==> src/rtl/regdst_wb_tracker.sv <==
// Destination-register mux plus a STAGES-deep in-flight tracker with busy scoreboard and RAW stall.
// Optional build macro REGDST_ZERO_SUPPRESS_EN: treat register 0 as never written and never hazarding.
module regdst_wb_tracker #(
    parameter int REG_AW = 5,
    parameter int STAGES = 3,
    parameter int SP_IDX = 29,
    parameter int RA_IDX = 31
) (
    input  logic                          clk_i,
    input  logic                          reset_i,
    input  logic                          issue_valid_i,
    output logic                          issue_ready_o,
    input  logic [1:0]                    dst_sel_i,
    input  logic [REG_AW-1:0]             rt_i,
    input  logic [REG_AW-1:0]             rd_i,
    input  logic [REG_AW-1:0]             src_a_i,
    input  logic [REG_AW-1:0]             src_b_i,
    input  logic                          flush_i,
    output logic                          wb_valid_o,
    output logic [REG_AW-1:0]             wb_dst_o,
    output logic                          stall_hazard_o,
    output logic [$clog2(STAGES+1)-1:0]   pending_count_o
);

    localparam int CW = $clog2(STAGES + 1);
    localparam logic [REG_AW-1:0] SP_SEL = REG_AW'(SP_IDX);
    localparam logic [REG_AW-1:0] RA_SEL = REG_AW'(RA_IDX);

    logic [STAGES-1:0] valid_q, valid_d;
    logic [REG_AW-1:0] idx_q [STAGES];
    logic [REG_AW-1:0] idx_d [STAGES];
    logic [CW-1:0]     count_q, count_d;

    logic [REG_AW-1:0] sel_idx;
    logic              hit;
    logic              accept;
    logic              enter;

    always_comb begin
        sel_idx = SP_SEL;
        case (dst_sel_i)
            2'b00:   sel_idx = SP_SEL;
            2'b01:   sel_idx = rt_i;
            2'b10:   sel_idx = RA_SEL;
            default: sel_idx = rd_i;
        endcase
    end

    // The writeback stage is part of the search: the regfile does not bypass.
    always_comb begin
        hit = 1'b0;
        for (int i = 0; i < STAGES; i++) begin
`ifdef REGDST_ZERO_SUPPRESS_EN
            if (valid_q[i] && (((src_a_i == idx_q[i]) && (src_a_i != '0)) ||
                               ((src_b_i == idx_q[i]) && (src_b_i != '0))))
                hit = 1'b1;
`else
            if (valid_q[i] && ((src_a_i == idx_q[i]) || (src_b_i == idx_q[i])))
                hit = 1'b1;
`endif
        end
    end

    assign stall_hazard_o = hit;
    assign issue_ready_o  = ~hit & ~flush_i;
    assign accept         = issue_valid_i & issue_ready_o;

`ifdef REGDST_ZERO_SUPPRESS_EN
    assign enter = accept & (sel_idx != '0);
`else
    assign enter = accept;
`endif

    // Bubbles carry index 0 so idle stages stay deterministic.
    always_comb begin
        valid_d    = '0;
        valid_d[0] = enter;
        idx_d[0]   = enter ? sel_idx : '0;
        for (int i = 1; i < STAGES; i++) begin
            valid_d[i] = valid_q[i-1];
            idx_d[i]   = idx_q[i-1];
        end
        if (flush_i)
            valid_d = '0;
        count_d = '0;
        for (int i = 0; i < STAGES; i++)
            count_d = count_d + CW'(valid_d[i]);
    end

    always_ff @(posedge clk_i) begin
        if (reset_i) begin
            valid_q <= '0;
            count_q <= '0;
            for (int i = 0; i < STAGES; i++)
                idx_q[i] <= '0;
        end else begin
            valid_q <= valid_d;
            count_q <= count_d;
            for (int i = 0; i < STAGES; i++)
                idx_q[i] <= idx_d[i];
        end
    end

    assign wb_valid_o      = valid_q[STAGES-1];
    assign wb_dst_o        = idx_q[STAGES-1];
    assign pending_count_o = count_q;

endmodule

==> config.mk <==
export PLATFORM = sky130hd
export DESIGN_NAME = regdst_wb_tracker
export DESIGN_NICKNAME = d
export VERILOG_FILES = /design/src/rtl/regdst_wb_tracker.sv
export SDC_FILE = /design/constraint.sdc
export NUM_CORES = 1
export LEC_CHECK = 0
export ABC_AREA = 1
export CAP_MARGIN = 20
export CORE_AREA = 2 2 83 53
export CTS_CLUSTER_DIAMETER = 30
export CTS_CLUSTER_SIZE = 25
export DETAILED_ROUTE_END_ITERATION = 12
export DIE_AREA = 0 0 85 55
export PLACE_DENSITY = 0.62
export SKIP_LAST_GASP = 1
export SYNTH_ARGS = -nofsm -noshare
export SYNTH_HDL_FRONTEND = slang
export SYNTH_SLANG_ARGS = --single-unit
==> constraint.sdc <==
create_clock -name clk_i -period 3.6 [get_ports clk_i]
set_clock_uncertainty 0.05 [all_clocks]
set_input_delay 0.72 -clock clk_i [delete_from_list [all_inputs] [get_ports clk_i]]
set_output_delay 0.72 -clock clk_i [all_outputs]
set_load 0.05 [all_outputs]
==> impl_metrics.toml <==
[status]
status = "finished, final reports clean"

[clocking]
cts_tree = "done"
clock_sinks = 20
insertion_delay_ps = 260
cts_root_buf = "clkbuf_8"
post-cts-setup-buffers = 0
cts_buffers = 3
clock_path_buffers = 2
post_cts_resize_count = 0
cts_max_level = 1
cts_hold_buf = 0
path_clk_slew_ps = 70

[synth]
syn_area_um2 = 1140
syn_nets = 212
ys_ff_latch = 20
syn_inst = 185
yosysUniqueCellTypes = 19
synth_area_per_cell_um2 = 6.15
synth_top_area_share_pct = 35.2
ys_top_cells_by_area = "dfxtp_1, nand2_1, nor2_1"
ys_seq_area_share_pct = 35.2
ys_warn_count = 0
synth_largest_area_cell = "dfxtp_1"

[floorplan]
dieWidth_um = 85
ios = 36
initial_utilization_pct = 28.9
core_um2 = 3940
rows = 18
die_h_um = 55
die-area_um2 = 4680

[power]
peakVddDrop_mv = 0.147
p_per_area_nw_per_um2 = 340
internal-power_w = 0.000425
switching_share_pct = 23.1
leakage_nw = 0.784
combPwrFrac_pct = 17.9
p_seq_share_pct = 42.0
clock_power_share_pct = 40.1
netSwitchingPower_w = 0.000128

[timing]
whs_ps = 416
setup_violations = 0
worstMarginPinSlew_ps = 578
maxSlewHeadroom_pct = 61.3
max_freq_ghz = 0.335
slew_violations = 0
min_period_ps = 2990
fin_ws_ps = 613
rsz0062_at_grt = "false"
finalSetupTns_ps = 0
fin_crit_sh_pct = 83.0
hold_viol_final = 0

[job]
maxCapViolCount = 0

[critical_path]
crit_fanout = 4
path_cells = "clkdlybuf4s50_1 -> xor2_1 -> nor2_1 -> nand3_1 -> nand2_1 -> nand2_1 -> nand3_1 -> nor2_1 -> buf_12"
cp-start-kind = "input pin"
worstSetupPathType = "input pin to output pin"
end_kind = "output pin"
slowest_stage = "clkdlybuf4s50_1"
cpPeakStageDelay_ps = 540
worst-path-buf-inv = 2
critPathRequiredTime_ps = 2830
crit_family = "buffers and inverters"
arrival_ps = 2220

[route]
ant_nets = 0
viasPerCell = 4.12
dr.pass1.iters = 4
wl_per_cell_um = 9.39
drtIter0Drc = 69
drc = 0
wl_mm = 2.56
routed-via-count = 1125

[placed_design]
place_ws_ps = 602
io_buffers = 35
gp_congestion = 0.807
hpwl_mm = 2.15

[global_routing]
antenna_found_initial = 0
grt_pass1_vias = 956
grt_max_degree = 16
grt_pass1_wl_mm = 4.26
grt_use_total_pct = 11.8
grt_overflow = 0

[final_layout]
areaGrowthSynthToFinish_pct = 42.9
nFillCells = 417
drive_above_1_share_pct = 5.83
final_net_count = 251
antennaDiodeCount = 0

[min_path]
hold_path.class = "flip-flop to flip-flop"
-- synthesized netlist by cell type, drive strengths merged --
cell    number
nand2       60
dfxtp       20
xor2         4
o21ai        4
or2          1
o22ai        4
fa           1
clkbuf       1
nand3        7
xnor2        6
inv         35
a21boi       1
nor3         3
nor2        37
nand4        1
-- layout make-up --
cell class / count / area, µm² / area share [%]
Tap cell: 50 / 62.6 / 3.85
Clock inverter: 1 / 30.0 / 1.85
Clock buffer: 3 / 41.3 / 2.54
Timing Repair Buffer: 35 / 358 / 22.0
Sequential cell: 20 / 400 / 24.6
Inverter: 35 / 131 / 8.08
Multi-Input combinational cell: 129 / 603 / 37.1
-- tightest hold or removal path: stages (launching register included) --
cell	delay, ps
dfxtp_1	320
inv_1	70
nor3_1	40
-- metrics by stage --
stage / util (%) / cell area [µm²] / std cells / total power (W)
5_1_grt: 41.3 / 1630 / 273 / 0.000576
6_report: 41.3 / 1630 / 273 / 0.000552
3_5_place_dp: 39.5 / 1560 / 269 / 0.000336
4_1_cts: 41.3 / 1630 / 273 / 0.000558
3_3_place_gp: 39.5 / 1560 / 269 / 0.000336
2_1_floorplan: - / 1140 / 185 / 0.000286
-- routing by layer --
metal / wire (µm) / track usage [%] / up-vias
met3: 137 / 4.15 / 2
met2: 1050 / 18.6 / 22
met5: 0 / 0 / -
li1: - / - / 621
met4: 11 / 0.794 / 0
met1: 1370 / 16.5 / 480
-- placed cells by master (no fill, tap or decap), drive strengths merged --
cell / Yosys / routed
clkbuf: 1 / 3
bufinv: 0 / 1
inv: 35 / 35
o22ai: 4 / 4
xor2: 4 / 4
nor3: 3 / 3
nand3: 7 / 7
nor2: 37 / 37
or2: 1 / 1
clkdlybuf4s50: 0 / 33
a21boi: 1 / 1
nand4: 1 / 1
buf: 0 / 2
dfxtp: 20 / 20
o21ai: 4 / 4
nand2: 60 / 60
xnor2: 6 / 6
fa: 1 / 1
-- registers in the layout, indices dropped and copies added, names as in the netlist --
signal           cells
pending_count_o      2
valid_q              3
idx_q               15
-- path summary, 6_finish.rpt --
check	end	slack, ps	start	cells after the start
worst min-delay path	valid_q[1]$_SDFF_PP0_	420	valid_q[0]$_SDFF_PP0_	2
worst max-delay path	issue_ready_o	610	src_a_i[3]	9
worst max register to register	pending_count_o[0]$_SDFF_PP0_	1620	idx_q[0][3]$_SDFF_PP0_	12
worst min register to register	valid_q[1]$_SDFF_PP0_	420	valid_q[0]$_SDFF_PP0_	2
-- power groups by stage --
| stage | registers [W] | clock network (W) | logic, W |
|---|---|---|---|
| after CTS | 0.000232 | 0.000227 | 0.0000996 |
| after detailed placement | 0.000237 | 0 | 0.0000992 |
| after global routing | 0.000233 | 0.000233 | 0.000110 |
| after global placement | 0.000237 | 0 | 0.0000991 |
| final | 0.000232 | 0.000221 | 0.0000990 |
| after floorplan | 0.000242 | 0 | 0.0000449 |
-- cell families (layout without fill, tap and decap cells) --
family	count (synthesis)	count (layout)	share of synthesized area, %
buffers and inverters	36	74	11.9
XOR/XNOR	10	10	7.69
adder cells (fa/ha/maj)	1	1	1.76
flip-flops	20	20	35.2
AND/OR/NAND/NOR	109	109	38.9
AO/OA/AOI/OAI	9	9	4.61
No activity file was read; power rests on OpenSTA's default activity.
